File: src/rtl/spi_rx_pkg.sv
`default_nettype none
// ============================================================================
//  Module   : spi_rx_pkg
//  Purpose  : Shared types and helpers for the SPI word receiver: FSM state
//             encoding, sample-edge selection and the glitch-filter enable.
//  Config   : SPI_RX_DEBOUNCE_EN - when defined, sclk/cs_n pass through a
//             stable-sample filter and mosi is delayed to match.
//  Revision : 1.0 - initial release
// ============================================================================
package spi_rx_pkg;

    typedef enum logic [1:0] {
        ST_WAIT_IDLE = 2'd0,
        ST_IDLE      = 2'd1,
        ST_ACTIVE    = 2'd2
    } rx_state_t;

`ifdef SPI_RX_DEBOUNCE_EN
    localparam bit DEBOUNCE_EN = 1'b1;
`else
    localparam bit DEBOUNCE_EN = 1'b0;
`endif

    // Data is sampled on the sclk rising edge when CPOL equals CPHA,
    // otherwise on the falling edge.
    function automatic logic sample_on_rise(input int cpol, input int cpha);
        return (cpol == cpha);
    endfunction

endpackage
`default_nettype wire

File: src/rtl/spi_rx_sync.sv
`default_nettype none
// ============================================================================
//  Module   : spi_rx_sync
//  Purpose  : One synchroniser chain for an asynchronous SPI line, followed by
//             either a stable-sample filter (FILTERED=1) or a matching delay
//             line (FILTERED=0) of FILTER_DEPTH cycles. FILTER_DEPTH is zero
//             unless SPI_RX_DEBOUNCE_EN is defined, so no extra logic remains.
//  Revision : 1.0 - initial release
// ============================================================================
module spi_rx_sync #(
    parameter int SYNC_STAGES  = 2,
    parameter int FILTER_DEPTH = 0,
    parameter bit FILTERED     = 1'b0,
    parameter bit IDLE_VALUE   = 1'b0
) (
    input  logic clk,
    input  logic reset,
    input  logic din,
    output logic dout
);

    logic [SYNC_STAGES-1:0] r_chain;

    // Metastability chain; reset loads the line's idle level.
    always_ff @(posedge clk) begin
        if (reset) begin
            r_chain <= {SYNC_STAGES{IDLE_VALUE}};
        end else begin
            r_chain <= {r_chain[SYNC_STAGES-2:0], din};
        end
    end

    generate
        if (FILTER_DEPTH > 0 && FILTERED) begin : g_filter
            logic [FILTER_DEPTH-1:0] r_hist;
            logic                    r_held;
            logic                    w_filt;

            // Output follows only once FILTER_DEPTH consecutive samples agree.
            always_comb begin
                w_filt = r_held;
                if (&r_hist) begin
                    w_filt = 1'b1;
                end else if (~|r_hist) begin
                    w_filt = 1'b0;
                end
            end

            // Sample history plus the last accepted level.
            always_ff @(posedge clk) begin
                if (reset) begin
                    r_hist <= {FILTER_DEPTH{IDLE_VALUE}};
                    r_held <= IDLE_VALUE;
                end else begin
                    for (int i = FILTER_DEPTH - 1; i > 0; i--) begin
                        r_hist[i] <= r_hist[i-1];
                    end
                    r_hist[0] <= r_chain[SYNC_STAGES-1];
                    r_held    <= w_filt;
                end
            end

            assign dout = w_filt;
        end else if (FILTER_DEPTH > 0) begin : g_delay
            logic [FILTER_DEPTH-1:0] r_dly;

            // Plain delay so this line stays aligned with the filtered ones.
            always_ff @(posedge clk) begin
                if (reset) begin
                    r_dly <= {FILTER_DEPTH{IDLE_VALUE}};
                end else begin
                    for (int i = FILTER_DEPTH - 1; i > 0; i--) begin
                        r_dly[i] <= r_dly[i-1];
                    end
                    r_dly[0] <= r_chain[SYNC_STAGES-1];
                end
            end

            assign dout = r_dly[FILTER_DEPTH-1];
        end else begin : g_bypass
            assign dout = r_chain[SYNC_STAGES-1];
        end
    endgenerate

endmodule
`default_nettype wire

File: src/rtl/spi_word_receiver.sv
`default_nettype none
// ============================================================================
//  Module   : spi_word_receiver
//  Purpose  : SPI slave receive front end. Synchronises sclk/cs_n/mosi,
//             deserialises WIDTH-bit words in any SPI mode and offers them on
//             a valid/ready handshake. Pulses rx_overrun when a completed word
//             is dropped and rx_abort when a frame ends mid-word.
//  Config   : SPI_RX_DEBOUNCE_EN - enables the sclk/cs_n glitch filter of
//             DEBOUNCE_CYCLES stable samples.
//  Revision : 1.0 - initial release
// ============================================================================
module spi_word_receiver
    import spi_rx_pkg::*;
#(
    parameter int WIDTH           = 32,
    parameter int SYNC_STAGES     = 2,
    parameter int CPOL            = 0,
    parameter int CPHA            = 0,
    parameter int MSB_FIRST       = 1,
    parameter int DEBOUNCE_CYCLES = 2
) (
    input  logic             clk,
    input  logic             reset,
    input  logic             sclk,
    input  logic             cs_n,
    input  logic             mosi,
    output logic [WIDTH-1:0] rx_data,
    output logic             rx_valid,
    input  logic             rx_ready,
    output logic             rx_overrun,
    output logic             rx_abort
);

    localparam int             FILTER_DELAY = DEBOUNCE_EN ? DEBOUNCE_CYCLES : 0;
    // Cycles until the synchronisers reflect the real pins after reset.
    localparam int             FLUSH_CYCLES = SYNC_STAGES + FILTER_DELAY + 1;
    localparam int             FLUSH_W      = $clog2(FLUSH_CYCLES + 1);
    localparam logic [FLUSH_W-1:0] FLUSH_LAST = FLUSH_W'(FLUSH_CYCLES);
    localparam int             CNT_W        = $clog2(WIDTH);
    localparam logic [CNT_W-1:0] CNT_LAST   = CNT_W'(WIDTH - 1);
    localparam logic           SAMPLE_LEVEL = sample_on_rise(CPOL, CPHA);
    localparam logic           SCLK_IDLE    = (CPOL != 0);

    logic                 w_sclk_s;
    logic                 w_cs_s;
    logic                 w_mosi_s;
    logic                 w_sample_edge;
    logic [WIDTH-1:0]     w_next_word;
    logic [WIDTH-2:0]     w_next_shift;

    rx_state_t            r_state;
    logic [FLUSH_W-1:0]   r_flush_cnt;
    logic [CNT_W-1:0]     r_bit_cnt;
    logic [WIDTH-2:0]     r_shift;
    logic                 r_sclk_prev;
    logic                 r_word_done;
    logic [WIDTH-1:0]     r_word_buf;

    spi_rx_sync #(
        .SYNC_STAGES (SYNC_STAGES),
        .FILTER_DEPTH(FILTER_DELAY),
        .FILTERED    (1'b1),
        .IDLE_VALUE  (SCLK_IDLE)
    ) u_sync_sclk (
        .clk  (clk),
        .reset(reset),
        .din  (sclk),
        .dout (w_sclk_s)
    );

    spi_rx_sync #(
        .SYNC_STAGES (SYNC_STAGES),
        .FILTER_DEPTH(FILTER_DELAY),
        .FILTERED    (1'b1),
        .IDLE_VALUE  (1'b1)
    ) u_sync_cs (
        .clk  (clk),
        .reset(reset),
        .din  (cs_n),
        .dout (w_cs_s)
    );

    // mosi gets the same total depth so its bit lines up with the sclk edge.
    spi_rx_sync #(
        .SYNC_STAGES (SYNC_STAGES),
        .FILTER_DEPTH(FILTER_DELAY),
        .FILTERED    (1'b0),
        .IDLE_VALUE  (1'b0)
    ) u_sync_mosi (
        .clk  (clk),
        .reset(reset),
        .din  (mosi),
        .dout (w_mosi_s)
    );

    assign w_sample_edge = (w_sclk_s != r_sclk_prev) && (w_sclk_s == SAMPLE_LEVEL);

    // The shift register holds WIDTH-1 bits; the final bit goes straight into
    // the completed word.
    generate
        if (MSB_FIRST != 0) begin : g_msb_first
            assign w_next_word  = {r_shift, w_mosi_s};
            assign w_next_shift = w_next_word[WIDTH-2:0];
        end else begin : g_lsb_first
            assign w_next_word  = {w_mosi_s, r_shift};
            assign w_next_shift = w_next_word[WIDTH-1:1];
        end
    endgenerate

    // Frame FSM with edge detect, bit counter, shift register and abort flag.
    always_ff @(posedge clk) begin
        if (reset) begin
            r_state     <= ST_WAIT_IDLE;
            r_flush_cnt <= '0;
            r_bit_cnt   <= '0;
            r_shift     <= '0;
            r_sclk_prev <= SCLK_IDLE;
            r_word_done <= 1'b0;
            r_word_buf  <= '0;
            rx_abort    <= 1'b0;
        end else begin
            r_sclk_prev <= w_sclk_s;
            r_word_done <= 1'b0;
            rx_abort    <= 1'b0;
            case (r_state)
                ST_WAIT_IDLE: begin
                    // Ignore the idle values preloaded by reset; only a real
                    // deasserted cs_n proves we are between frames.
                    r_bit_cnt <= '0;
                    r_shift   <= '0;
                    if (r_flush_cnt != FLUSH_LAST) begin
                        r_flush_cnt <= r_flush_cnt + 1'b1;
                    end else if (w_cs_s) begin
                        r_state <= ST_IDLE;
                    end
                end
                ST_IDLE: begin
                    if (!w_cs_s) begin
                        r_state <= ST_ACTIVE;
                    end
                end
                ST_ACTIVE: begin
                    if (w_cs_s) begin
                        r_state   <= ST_IDLE;
                        rx_abort  <= (r_bit_cnt != '0);
                        r_bit_cnt <= '0;
                        r_shift   <= '0;
                    end else if (w_sample_edge) begin
                        if (r_bit_cnt == CNT_LAST) begin
                            r_word_buf  <= w_next_word;
                            r_word_done <= 1'b1;
                            r_bit_cnt   <= '0;
                            r_shift     <= '0;
                        end else begin
                            r_shift   <= w_next_shift;
                            r_bit_cnt <= r_bit_cnt + 1'b1;
                        end
                    end
                end
                default: r_state <= ST_WAIT_IDLE;
            endcase
        end
    end

    // Holding register: accept a completed word when empty or draining.
    always_ff @(posedge clk) begin
        if (reset) begin
            rx_data    <= '0;
            rx_valid   <= 1'b0;
            rx_overrun <= 1'b0;
        end else begin
            rx_overrun <= 1'b0;
            if (r_word_done) begin
                if (!rx_valid || rx_ready) begin
                    rx_data  <= r_word_buf;
                    rx_valid <= 1'b1;
                end else begin
                    rx_overrun <= 1'b1;
                end
            end else if (rx_valid && rx_ready) begin
                rx_valid <= 1'b0;
            end
        end
    end

endmodule
`default_nettype wire

File: config.mk
export PLATFORM = sky130hd
export DESIGN_NAME = spi_word_receiver
export DESIGN_NICKNAME = d
export VERILOG_FILES = /design/src/rtl/spi_rx_pkg.sv /design/src/rtl/spi_rx_sync.sv /design/src/rtl/spi_word_receiver.sv
export SDC_FILE = /design/constraint.sdc
export NUM_CORES = 1
export LEC_CHECK = 0
export ABC_AREA = 1
export CORE_MARGIN = 4
export CORE_UTILIZATION = 44
export CTS_CLUSTER_DIAMETER = 40
export CTS_CLUSTER_SIZE = 20
export DETAILED_ROUTE_END_ITERATION = 12
export PLACE_DENSITY = 0.74
export RECOVER_POWER = 25
export SLEW_MARGIN = 20
export SYNTH_ARGS = -nofsm -noshare
export SYNTH_HDL_FRONTEND = slang
export SYNTH_HIERARCHICAL = 1
export SYNTH_SLANG_ARGS = --single-unit
File: constraint.sdc
create_clock -name clk -period 2.1 [get_ports clk]
set_input_delay 0.42 -clock clk [delete_from_list [all_inputs] [get_ports clk]]
set_output_delay 0.42 -clock clk [all_outputs]
set_load 0.1 [all_outputs]
# Yosys cells after proc, flatten, opt, wreduce, memory -nomap -nowiden

Index checks and enable logic that the tools add are counted.

Equality and inequality tests: 9
Mux-type cells: 17
Reduce and logical (&&, ||, !) cells: 17
Bitwise logic cells: 4
Add/subtract/negate cells: 2

Operator list:

| kind                                                                   | number |
|---|---|
| 31-bit two-way mux                                                     | 3 |
| 31-bit one-hot mux with 2 select lines                                 | 1 |
| 5-bit two-way mux                                                      | 3 |
| 5-bit one-hot mux with 2 select lines                                  | 1 |
| 2-bit AND reduction                                                    | 5 |
| 2-bit two-way mux                                                      | 3 |
| 2-bit != test (second input constant)                                  | 3 |
| 2-bit one-hot mux with 3 select lines                                  | 1 |
| 5-bit by 1-bit adder with 5-bit output (second input constant)         | 1 |
| 5-bit equality test (second input constant)                            | 1 |
| 1-bit two-way mux                                                      | 5 |
| 5-bit nonzero test                                                     | 1 |
| 1-bit NOT                                                              | 4 |
| 4-bit AND reduction                                                    | 1 |
| 2-bit nonzero test                                                     | 2 |
| 4-bit OR reduction                                                     | 1 |
| 3-bit by 2-bit != test with 1-bit output (second input constant)       | 1 |
| 3-bit OR reduction                                                     | 1 |
| 2-bit by 1-bit adder with 2-bit output (second input constant)         | 1 |
| 2-bit by 1-bit equality test with 1-bit output (second input constant) | 1 |
| 2-bit equality test (second input constant)                            | 1 |
| 1-bit logical AND                                                      | 2 |
| 2-bit logical NOT                                                      | 1 |
| 2-bit by 1-bit != test with 1-bit output (second input constant)       | 1 |
| other kinds (4)                                                        | 4 |

Output and inout port bits: 35
Bits of input ports: 6
Register bits: 115
Word-level logic and storage cells: 63

# Longest topological paths before layout

Gate-level depths: netlist of the first run.

Depth in word-level cells: 5
Depth in mapped cells: 9
Depth with buffers taken out: 9

# Cells and area by module

Netlist of the first run, hierarchy kept.

Modules (own cells, without submodules):

| module                         | cells each | area an instance (sq um) | times used | seq. area each (sq um) |
|---|---|---|---|---|
| spi_word_receiver              | 511        | 4058.9                   | 1          | 2182.1 |
| spi_rx_sync at u_sync_mosi ... | 6          | 55.1                     | 2          | 40.0 |
| spi_rx_sync at u_sync_cs       | 7          | 58.8                     | 1          | 40.0 |

# Worst setup path before layout of the first run

Ideal clock, no wire load.

Kind: register to register
Start point: register rx_valid
End point: register rx_data[10]
Setup time: 0.067 ns
Clock period less this slack: 1.835 ns
Arrival: 1.768 ns
Required time: 2.033 ns
Path buffers: 1
Cell stages (with the launch flop): 8
Slack: 0.265 ns
Cell sequence: dfxtp_1 -> inv_1 -> nor2_1 -> nor2_1 -> inv_1 -> clkbuf_1 -> nor2_1 -> nor2_1

Word-level cells in the longest chain between the ends: 3

Ends and longest elaborated chain:

| element                       | line                     | RTL |
|---|---|---|
| start: declaration            | spi_word_receiver.sv:28  | `output logic rx_valid,` |
| start signal: assignment      | spi_word_receiver.sv:169 | `rx_valid <= 1'b0;` |
| start signal: assignment      | spi_word_receiver.sv:176 | `rx_valid <= 1'b1;` |
| start signal: assignment      | spi_word_receiver.sv:181 | `rx_valid <= 1'b0;` |
| 1-bit logical NOT             | spi_word_receiver.sv:174 | `if (!rx_valid \|\| rx_ready) begin` |
| 1-bit logical OR              | spi_word_receiver.sv:174 |  |
| 2-bit AND reduction (no line) | -                        |  |
| end signal: assignment        | spi_word_receiver.sv:175 | `rx_data <= r_word_buf;` |
| end: declaration              | spi_word_receiver.sv:27  | `output logic [WIDTH-1:0] rx_data,` |

No other way between the ends.
A chain may end at the register's enable or synchronous reset.

# Worst setup path in the final report of the first run

Start point: register r_bit_cnt[0]
End point: register r_word_buf[26]

Word-level cells in the longest chain between the ends: 2

Ends and longest elaborated chain:

| element                       | line                     | RTL |
|---|---|---|
| start: declaration            | spi_word_receiver.sv:53  | `logic [CNT_W-1:0] r_bit_cnt;` |
| start signal: assignment      | spi_word_receiver.sv:156 | `r_bit_cnt <= r_bit_cnt + 1'b1;` |
| 5-bit equality test           | spi_word_receiver.sv:149 | `if (r_bit_cnt == CNT_LAST) begin` |
| 4-bit AND reduction (no line) | -                        |  |
| end signal: assignment        | spi_word_receiver.sv:150 | `r_word_buf <= w_next_word;` |
| end: declaration              | spi_word_receiver.sv:57  | `logic [WIDTH-1:0] r_word_buf;` |

No other way between the ends.

==> run summary, run 1 <==
Relative slew slack - 42.29%
Sink Count - 115
Power share of the clock group - 54.7%
Initial antenna violation count - 0
Post-synthesis register bit count - 115
Total CTS buffers - 17
Worst Path Max Fanout - 19
Setup CP Type - register to register
Slowest-stage cell, CP - dfxtp_1
Root Buffer - clkbuf_8
Hold Path Depth - 2
Setup Fix Bufs, Post-CTS - 0
Total core area - 9284 sq um
Peak supply drop - 0.0006278 V
Final instance area - 5241 sq um
DP Wirelength - 5289 um
Final GP Congestion - 0.7950
Worst path cell trace - ha_1 -> nand2_1 -> nor2_1 -> ha_1 -> nand2_1 -> nor2_2 -> buf_4 -> o21ai_0 -> nor2_1
Register share of total power - 41.6%
Req. time, crit path - 2540 ps
Fin nets - 575
Vias in the first global route - 3493
Final worst slack - 243.1 ps
Startpoint of the worst hold path - u_sync_sclk/r_chain[0]
TritonCTS clock tree - built
DRT Pass-1 Iters - 5
Syn avg cell area - 7.977 sq um
DR vias - 3652
Synthesis-to-layout area growth - 23.97%
DRC viols - 0
Cells after synthesis - 530
Fill cells - 856
DRT iter0 DRCs - 224
Mapped cell area - 4228 sq um
Diode count - 0
Largest net degree at the start of global routing - 43
Worst setup EP type - register
Latest clock arrival within the worst-skew pair - 510 ps
Crit start category - register
Share of post-route cells with drive strength above 1 - 15.08%
R2R Setup Slk - 240 ps
Distinct cell type count after synthesis - 22
Chip height - 106.0 um
Max-slew violations - 0
Combinational Power Share - 3.7%
End of the worst register-to-register path - r_word_buf[26]
Die Area - 11240 sq um
PwrDens - 1020 nW/um^2
Internal power - 4.239 mW
Psw - 1.106 mW
Endpoints failing setup - 0
Port Buf Inserts - 40
Achievable Freq - 0.5385 GHz
Switching share of power - 20.70%
Hold WC Path Type - register to register
Cts repair resizes - 0
Clock Skews - 7.384 ps
Ports - 41
FF-to-FF path depth - 9
Antenna-violating nets left - 0
Pre-CTS setup slack - 312.8 ps
Hold WS - 405.4 ps
GRT Residual Overflow - 0
Gr usage total - 17.13%
RR Startpoint - r_bit_cnt[0]
Mapped Nets - 541
Post-detailed-placement cell area - 4641 sq um
Max clock buf depth - 2
WL final - 9092 um
Final Hold Fails - 0
Crit path buf inv count - 1
Yosys warns - 6
Share of the yosys chip area belonging to registers - 54.45%
Min cycle time layout - 1857 ps
Hold buffer count at CTS - 0
Chip width - 106.0 um
Rows - 35
Final period util - 88.43%
Cell family with most CP delay - simple AND/OR/NAND/NOR gates
Worst-path clk slew - 50 ps
RSZ-0062 raised after global routing - false
Hold Path End - u_sync_sclk/r_chain[1]
DR WL/cell - 12.88 um
Max Cap Violations - 0
First-pass GRT wire length - 15760 um
H-tree depth - 4
Pleak - 2.210 nW
Vias/cell - 5.173
CP peak stage delay - 430 ps
Worst slew pin tran - 865.6 ps
Setup_tns - 0 ps
Status - complete, no violations
Arr. time, crit path - 2300 ps
Initial Util - 45.54%
Final core occ - 56.46%
## worst max-delay path by stage
stage,cells after the start,from,slack [ps],endpoint
after floorplan,7,rx_valid,260,rx_data[10]
after global placement,9,r_bit_cnt[0],390,r_word_buf[27]
after detailed placement,9,r_bit_cnt[0],310,r_word_buf[20]
after CTS,9,r_bit_cnt[0],260,r_word_buf[23]
after global routing,9,r_bit_cnt[0],50,r_word_buf[23]
final,9,r_bit_cnt[0],240,r_word_buf[26]
## cells in the final DEF (no fill, tap or decap), types with 2 or more instances in the layout
| cell type | synthesis | final |
|---|---|---|
| clkinv_2 | 0 | 4 |
| nand3_1 | 70 | 70 |
| nor2_1 | 114 | 113 |
| buf_4 | 0 | 45 |
| bufinv_16 | 0 | 4 |
| dfxtp_1 | 115 | 115 |
| clkbuf_2 | 3 | 3 |
| nor3_1 | 34 | 34 |
| ha_1 | 5 | 5 |
| inv_2 | 2 | 2 |
| o21ai_1 | 4 | 4 |
| o21ai_0 | 61 | 61 |
| clkbuf_1 | 24 | 3 |
| nor3b_1 | 2 | 2 |
| nor2_2 | 3 | 4 |
| clkbuf_8 | 0 | 3 |
| clkbuf_16 | 0 | 16 |
| a21oi_1 | 37 | 37 |
| nand2_2 | 2 | 2 |
| clkdlybuf4s50_1 | 0 | 4 |
| nand2_1 | 20 | 20 |
| clkinvlp_4 | 0 | 2 |
| inv_1 | 19 | 19 |
## area by class of cell
type / instances / area, sq um / area share [%]
clock inverters: 10 / 155.1 / 2.960
clock buffers: 22 / 452.9 / 8.642
inverters: 21 / 78.83 / 1.504
multi-input cells: 355 / 1668 / 31.82
flip-flops and latches: 115 / 2302 / 43.92
repair buffers: 54 / 422.9 / 8.069
well taps: 129 / 161.4 / 3.079
## logic make-up after synthesis
kind of cell	count (synthesis)	synth area share (%)
AND/OR/NAND/NOR	247	25.69
flip-flops	115	54.45
AO/OA/AOI/OAI	103	12.22
buffers and inverters	60	6.156
adder cells (fa/ha/maj)	5	1.480
## cells in the mapped netlist
master / n / area [sq um]
dfxtp_1: 115 / 2302
nor3_1: 34 / 170.2
buf_1: 2 / 7.510
nor3b_1: 2 / 15.01
inv_1: 19 / 71.32
o21ai_0: 61 / 305.3
nor2_1: 114 / 427.9
nand3_1: 70 / 350.3
a31oi_1: 1 / 6.260
ha_1: 5 / 62.56
nand4_1: 1 / 6.260
nand2_1: 20 / 75.07
nor2_2: 3 / 18.77
inv_2: 2 / 7.510
buf_6: 3 / 33.78
nand3_2: 1 / 10.01
o21ai_1: 4 / 20.02
buf_2: 7 / 35.03
clkbuf_2: 3 / 15.01
clkbuf_1: 24 / 90.09
a21oi_1: 37 / 185.2
nand2_2: 2 / 12.51
## flip-flops by register name, summed over array words and instances (netlist names), 2 cells and up
signal and flops:
u_sync_mosi/r_chain 2, r_shift 31, u_sync_sclk/r_chain 2, r_state 2
u_sync_cs/r_chain 2, r_bit_cnt 5, r_flush_cnt 2, r_word_buf 32
rx_data 32
## power by group through the flow
stage                     registers (mW)  clock network, mW  logic, mW
after floorplan                     2.27                  0      0.163
after global placement              2.27                  0      0.184
after detailed placement            2.27                  0      0.195
after CTS                           2.22               2.96      0.195
after global routing                2.23               3.07      0.221
final                               2.22               2.93      0.195
## metal layers
| layer | share of wire [%] | up-vias | wire [um] | track usage (%) |
|---|---|---|---|---|
| li1 | - | 1840 | - | - |
| met2 | 48 | 118 | 4385 | 28.28 |
| met1 | 45 | 1682 | 4046 | 20.77 |
| met3 | 6.0 | 12 | 541 | 4.797 |
| met5 | 0 | - | 0 | 0 |
| met4 | 1.3 | 0 | 117 | 7.771 |
## tightest hold or removal path: cells and delay by family (launching register included)
kind	cells	cell delay (ps)
buf+inv	1	40
flops	1	300
simple gates	1	30
## metrics by stage
stage | cells | power, mW
floorplan | 530 | 2.430
global placement | 674 | 2.452
detailed placement | 674 | 2.465
CTS | 706 | 5.377
global route | 706 | 5.520
finish | 706 | 5.345
(Power assumes the default switching activity.)
==> run 2: changes to the inputs <==
- CORE_UTILIZATION: 44 -> 55
- PLACE_DENSITY: 0.74 -> 0.87
==> run 2 against run 1 <==
Against the previous run: wire length increased by 4.0%; clock skew rose by 2.0 ps; sequential cell count is the same; sequential power about the same; largest cell class unchanged.
==> run summary, run 2 (synthesis results as in run 1) <==
Hold Path End - u_sync_sclk/r_chain[1]
Worst Path Max Fanout - 21
PwrDens - 982.3 nW/um^2
Hold WC Path Type - register to register
Worst slew pin tran - 855.0 ps
Startpoint of the worst hold path - u_sync_sclk/r_chain[0]
FF-to-FF path depth - 9
Crit start category - register
Synthesis-to-layout area growth - 21.57%
WL final - 9454 um
Ports - 41
Endpoints failing setup - 0
GR peak layer - met2
Fin nets - 576
Diode count - 0
GRT Residual Overflow - 0
RR Startpoint - r_bit_cnt[1]
Worst-path clk slew - 50 ps
Chip width - 95.68 um
Gr usage total - 22.12%
Root Buffer - clkbuf_8
Relative slew slack - 43.00%
H-tree depth - 4
Hold Path Depth - 2
Sink Count - 115
Hold buffer count at CTS - 0
Fill cells - 560
Antenna-violating nets left - 0
Final period util - 93.02%
Most frequent cells in the layout - nor2_1 (115), dfxtp_1 (114), nand3_1 (70)
DRT Pass-1 Iters - 6
Worst path cell trace - ha_1 -> nand2_1 -> nor2_1 -> ha_1 -> nand2_1 -> nor2_2 -> buf_6 -> o21ai_0 -> nor2_1
Multi-input gate area - 1663 sq um
Pleak - 2.189 nW
DR vias - 3731
TritonCTS clock tree - built
DR WL/cell - 14.03 um
Final Hold Fails - 0
Total core area - 7370 sq um
Final GP Congestion - 0.8122
Achievable Freq - 0.5119 GHz
Port Buf Inserts - 40
Largest net degree at the start of global routing - 43
Final core occ - 69.75%
Max-slew violations - 0
CP peak stage delay - 410 ps
Hold WS - 404.2 ps
Rows - 31
Post-detailed-placement cell area - 4596 sq um
Share of post-route cells with drive strength above 1 - 14.43%
DRC viols - 0
Beginning of the critical path - r_bit_cnt[1]
Total power - 5.049 mW
Worst setup EP type - register
Reg area - 2303 sq um
Setup CP Type - register to register
End of the worst register-to-register path - r_word_buf[21]
Peak supply drop - 0.0006536 V
Vias in the first global route - 3436
Setup_tns - 0 ps
Cell count after placement - 645
DRT iter0 DRCs - 275
M3 GR Usage - 7.261%
Initial antenna violation count - 0
Pre-CTS setup slack - 267.7 ps
Slowest-stage cell, CP - dfxtp_1
Min cycle time layout - 1953 ps
Die Area - 9154 sq um
DP Wirelength - 5367 um
R2R Setup Slk - 150 ps
Vias/cell - 5.536
Status - complete, no violations
Leading cell type in the layout, fill and taps excluded - nor2_1
Latest clock arrival within the worst-skew pair - 510 ps
Final instance area - 5140 sq um
Req. time, crit path - 2540 ps
Initial Util - 57.37%
Clock Skews - 9.385 ps
Chip height - 95.68 um
Total CTS buffers - 17
First-pass GRT wire length - 15830 um
Layout Cells excl Fill - 674
Largest regs - r_word_buf x32, rx_data x32, r_shift x31
Max clock buf depth - 2
Arr. time, crit path - 2400 ps
Final worst slack - 146.6 ps
Max Cap Violations - 0
RSZ-0062 raised after global routing - false
Global Route met2 Usage - 36.31%
Met1 Use GR - 26.75%
==> run 2: changes by cell type in the layout (fill, tap and decap cells not counted), moves of 2 or more <==
cell / previous run / this run
nor2_1: 113 / 115
nor2_2: 4 / 2
clkinvlp_4: 2 / 0
bufinv_16: 4 / 2
buf_4: 45 / 47
==> run 2: how the worst max path moves through the flow <==
| stage | slack [ps] | endpoint | depth (start not counted) |
|---|---|---|---|
| finish | 150 | r_word_buf[21] | 9 |
| detailed placement | 270 | r_word_buf[12] | 9 |
| CTS | 120 | r_word_buf[21] | 9 |
| global route | 20 | r_word_buf[21] | 9 |
| global placement | 440 | rx_data[25] | 5 |
| floorplan | 260 | rx_data[10] | 7 |
==> run 2: final cells by class <==
type                       count  area share [%]
clock buffer                  23           9.080
multi-input combinational    355           32.35
clock inverter                 6           1.558
tap                           99           2.410
sequential                   115           44.82
inverter                      21           1.534
timing repair buffer          55           8.252
==> run 2: routing by layer <==
metal	vias to the layer above	part of all wire (%)
met5	-	0
met4	0	1.4
met3	17	6.3
met2	150	50
met1	1727	42
li1	1837	-
==> run 2: power breakdown <==
part | leakage (nW) | switching (mW) | internal [mW]
Sequential | 0.928 | 0.0143 | 2.21
Clock | 0.273 | 0.886 | 1.75
Combinational | 0.987 | 0.139 | 0.0515
Total | 2.19 | 1.04 | 4.01
==> run 2: timing repair <==
item,CTS,global route
gates resized for setup,0,2
setup endpoints to repair,0,12
buffers inserted,0,0
==> run 2: critical path, delay by kind of cell, from the launching register on <==
kind                       cells  cell delay, ps
AOI/OAI and AO/OA              1             130
adders and majority gates      2             450
buffers and inverters          1             210
DFF                            1             410
and+or+nand+nor                5             660
==> run 3: changes to the inputs <==
- RECOVER_POWER: 25 -> 100
==> run 3 against run 2 <==
Against the previous run: final cell count unchanged; combinational power barely moved; global-route usage stayed put; highest routed layer unchanged; hold slack got worse by 1.8 ps; worst setup slack improved by 8.9 ps.
==> run summary, run 3 (synthesis results as in run 1) <==
Endpoints failing setup - 0
Setup CP Type - register to register
TritonCTS clock tree - built
RSZ-0062 raised after global routing - false
Crit start category - register
Fill cells - 574
Pleak - 2.160 nW
Worst-path clk slew - 50 ps
Die Area - 9154 sq um
Vias in the first global route - 3436
Total core area - 7370 sq um
Multi-input gate area - 1660 sq um
Largest net degree at the start of global routing - 43
Rows - 31
Setup Fix Bufs, Post-CTS - 0
Antenna-violating nets left - 0
Arr. time, crit path - 2390 ps
Fin nets - 576
Relative slew slack - 41.34%
Beginning of the critical path - r_bit_cnt[1]
DR vias - 3769
Achievable Freq - 0.5143 GHz
Root Buffer - clkbuf_8
Share of post-route cells with drive strength above 1 - 14.26%
Chip height - 95.68 um
Final period util - 92.60%
Initial Util - 57.37%
DRT iter0 DRCs - 303
Final GP Congestion - 0.8122
DRT Pass-1 Iters - 5
Ports - 41
Largest regs - r_word_buf x32, rx_data x32, r_shift x31
DR WL/cell - 14.00 um
DRC viols - 0
Met1 Use GR - 26.75%
DP Wirelength - 5367 um
Max clock buf depth - 2
Chip width - 95.68 um
Min cycle time layout - 1944 ps
RR Startpoint - r_bit_cnt[1]
WL final - 9439 um
Reg area - 2303 sq um
Peak supply drop - 0.0006558 V
Initial antenna violation count - 0
Max Cap Violations - 0
GR peak layer - met2
M3 GR Usage - 7.261%
Latest clock arrival within the worst-skew pair - 510 ps
Vias/cell - 5.592
Total CTS buffers - 17
Final worst slack - 155.5 ps
First-pass GRT wire length - 15830 um
Synthesis-to-layout area growth - 19.33%
Gr usage total - 22.12%
Clock Skews - 7.066 ps
Pre-CTS setup slack - 267.7 ps
Sink Count - 115
Global Route met2 Usage - 36.31%
Status - complete, no violations
Worst setup EP type - register
Hold WC Path Type - register to register
Setup_tns - 0 ps
Startpoint of the worst hold path - u_sync_sclk/r_chain[0]
Worst slew pin tran - 880.0 ps
Max-slew violations - 0
Worst Path Max Fanout - 21
Hold buffer count at CTS - 0
Port Buf Inserts - 40
Final Hold Fails - 0
PwrDens - 1001 nW/um^2
H-tree depth - 4
Cts repair resizes - 0
Most frequent cells in the layout - nor2_1 (116), dfxtp_1 (114), nand3_1 (70)
Leading cell type in the layout, fill and taps excluded - nor2_1
Req. time, crit path - 2540 ps
Diode count - 0
GRT Residual Overflow - 0
==> run 3: cell types whose count changed in the layout (fill, tap and decap cells not counted), sizes merged <==
| cell | before | now |
|---|---|---|
| clkbuf | 25 | 62 |
| buf | 48 | 11 |
==> run 3: per-layer routing <==
layer  vias to the layer above  wire length (um)
met5                         -                 0
met4                         0               127
met3                        15               552
met2                       144              4656
met1                      1768              4103
li1                       1842                 -
==> run 3: cell type report <==
class / count / share of cell area (%)
Inverter: 21 / 1.562
Timing Repair Buffer: 55 / 6.572
Clock buffer: 23 / 9.251
Multi-Input combinational cell: 355 / 32.91
Tap cell: 99 / 2.455
Clock inverter: 6 / 1.587
Sequential cell: 115 / 45.66
==> run 3: worst paths after layout <==
kind / end / slack [ps] / cells past startpoint
setup / recovery: r_word_buf[21] / 160 / 9
hold / removal: u_sync_sclk/r_chain[1] / 400 / 2
setup reg to reg: r_word_buf[21] / 160 / 9
hold reg to reg: u_sync_sclk/r_chain[1] / 400 / 2
==> run 3: power by group <==
| part | internal (mW) | switching, mW | leakage [nW] |
|---|---|---|---|
| sequential | 2.21 | 0.0144 | 0.928 |
| combinational | 0.0514 | 0.138 | 0.958 |
| clock | 1.75 | 0.886 | 0.273 |
| total | 4.01 | 1.04 | 2.16 |
==> run 3: worst max-delay path: stages, from the launching register on <==
cell,delay (ps)
dfxtp_1,420
ha_1,210
nand2_1,90
nor2_1,170
ha_1,230
nand2_1,120
nor2_2,160
buf_6,210
o21ai_0,130
nor2_1,140
==> run 3: per-stage QoR <==
stage	hold slack, ps	power (mW)	std cells	util, %	area (sq um)
after floorplan	386.5	2.430	530	-	4228
after global placement	392.3	2.448	645	62.36	4596
after detailed placement	395.3	2.456	645	62.36	4596
after CTS	402.3	5.077	674	69.78	5142
after global routing	419.9	5.207	674	68.46	5045
final	402.4	5.049	674	68.46	5045
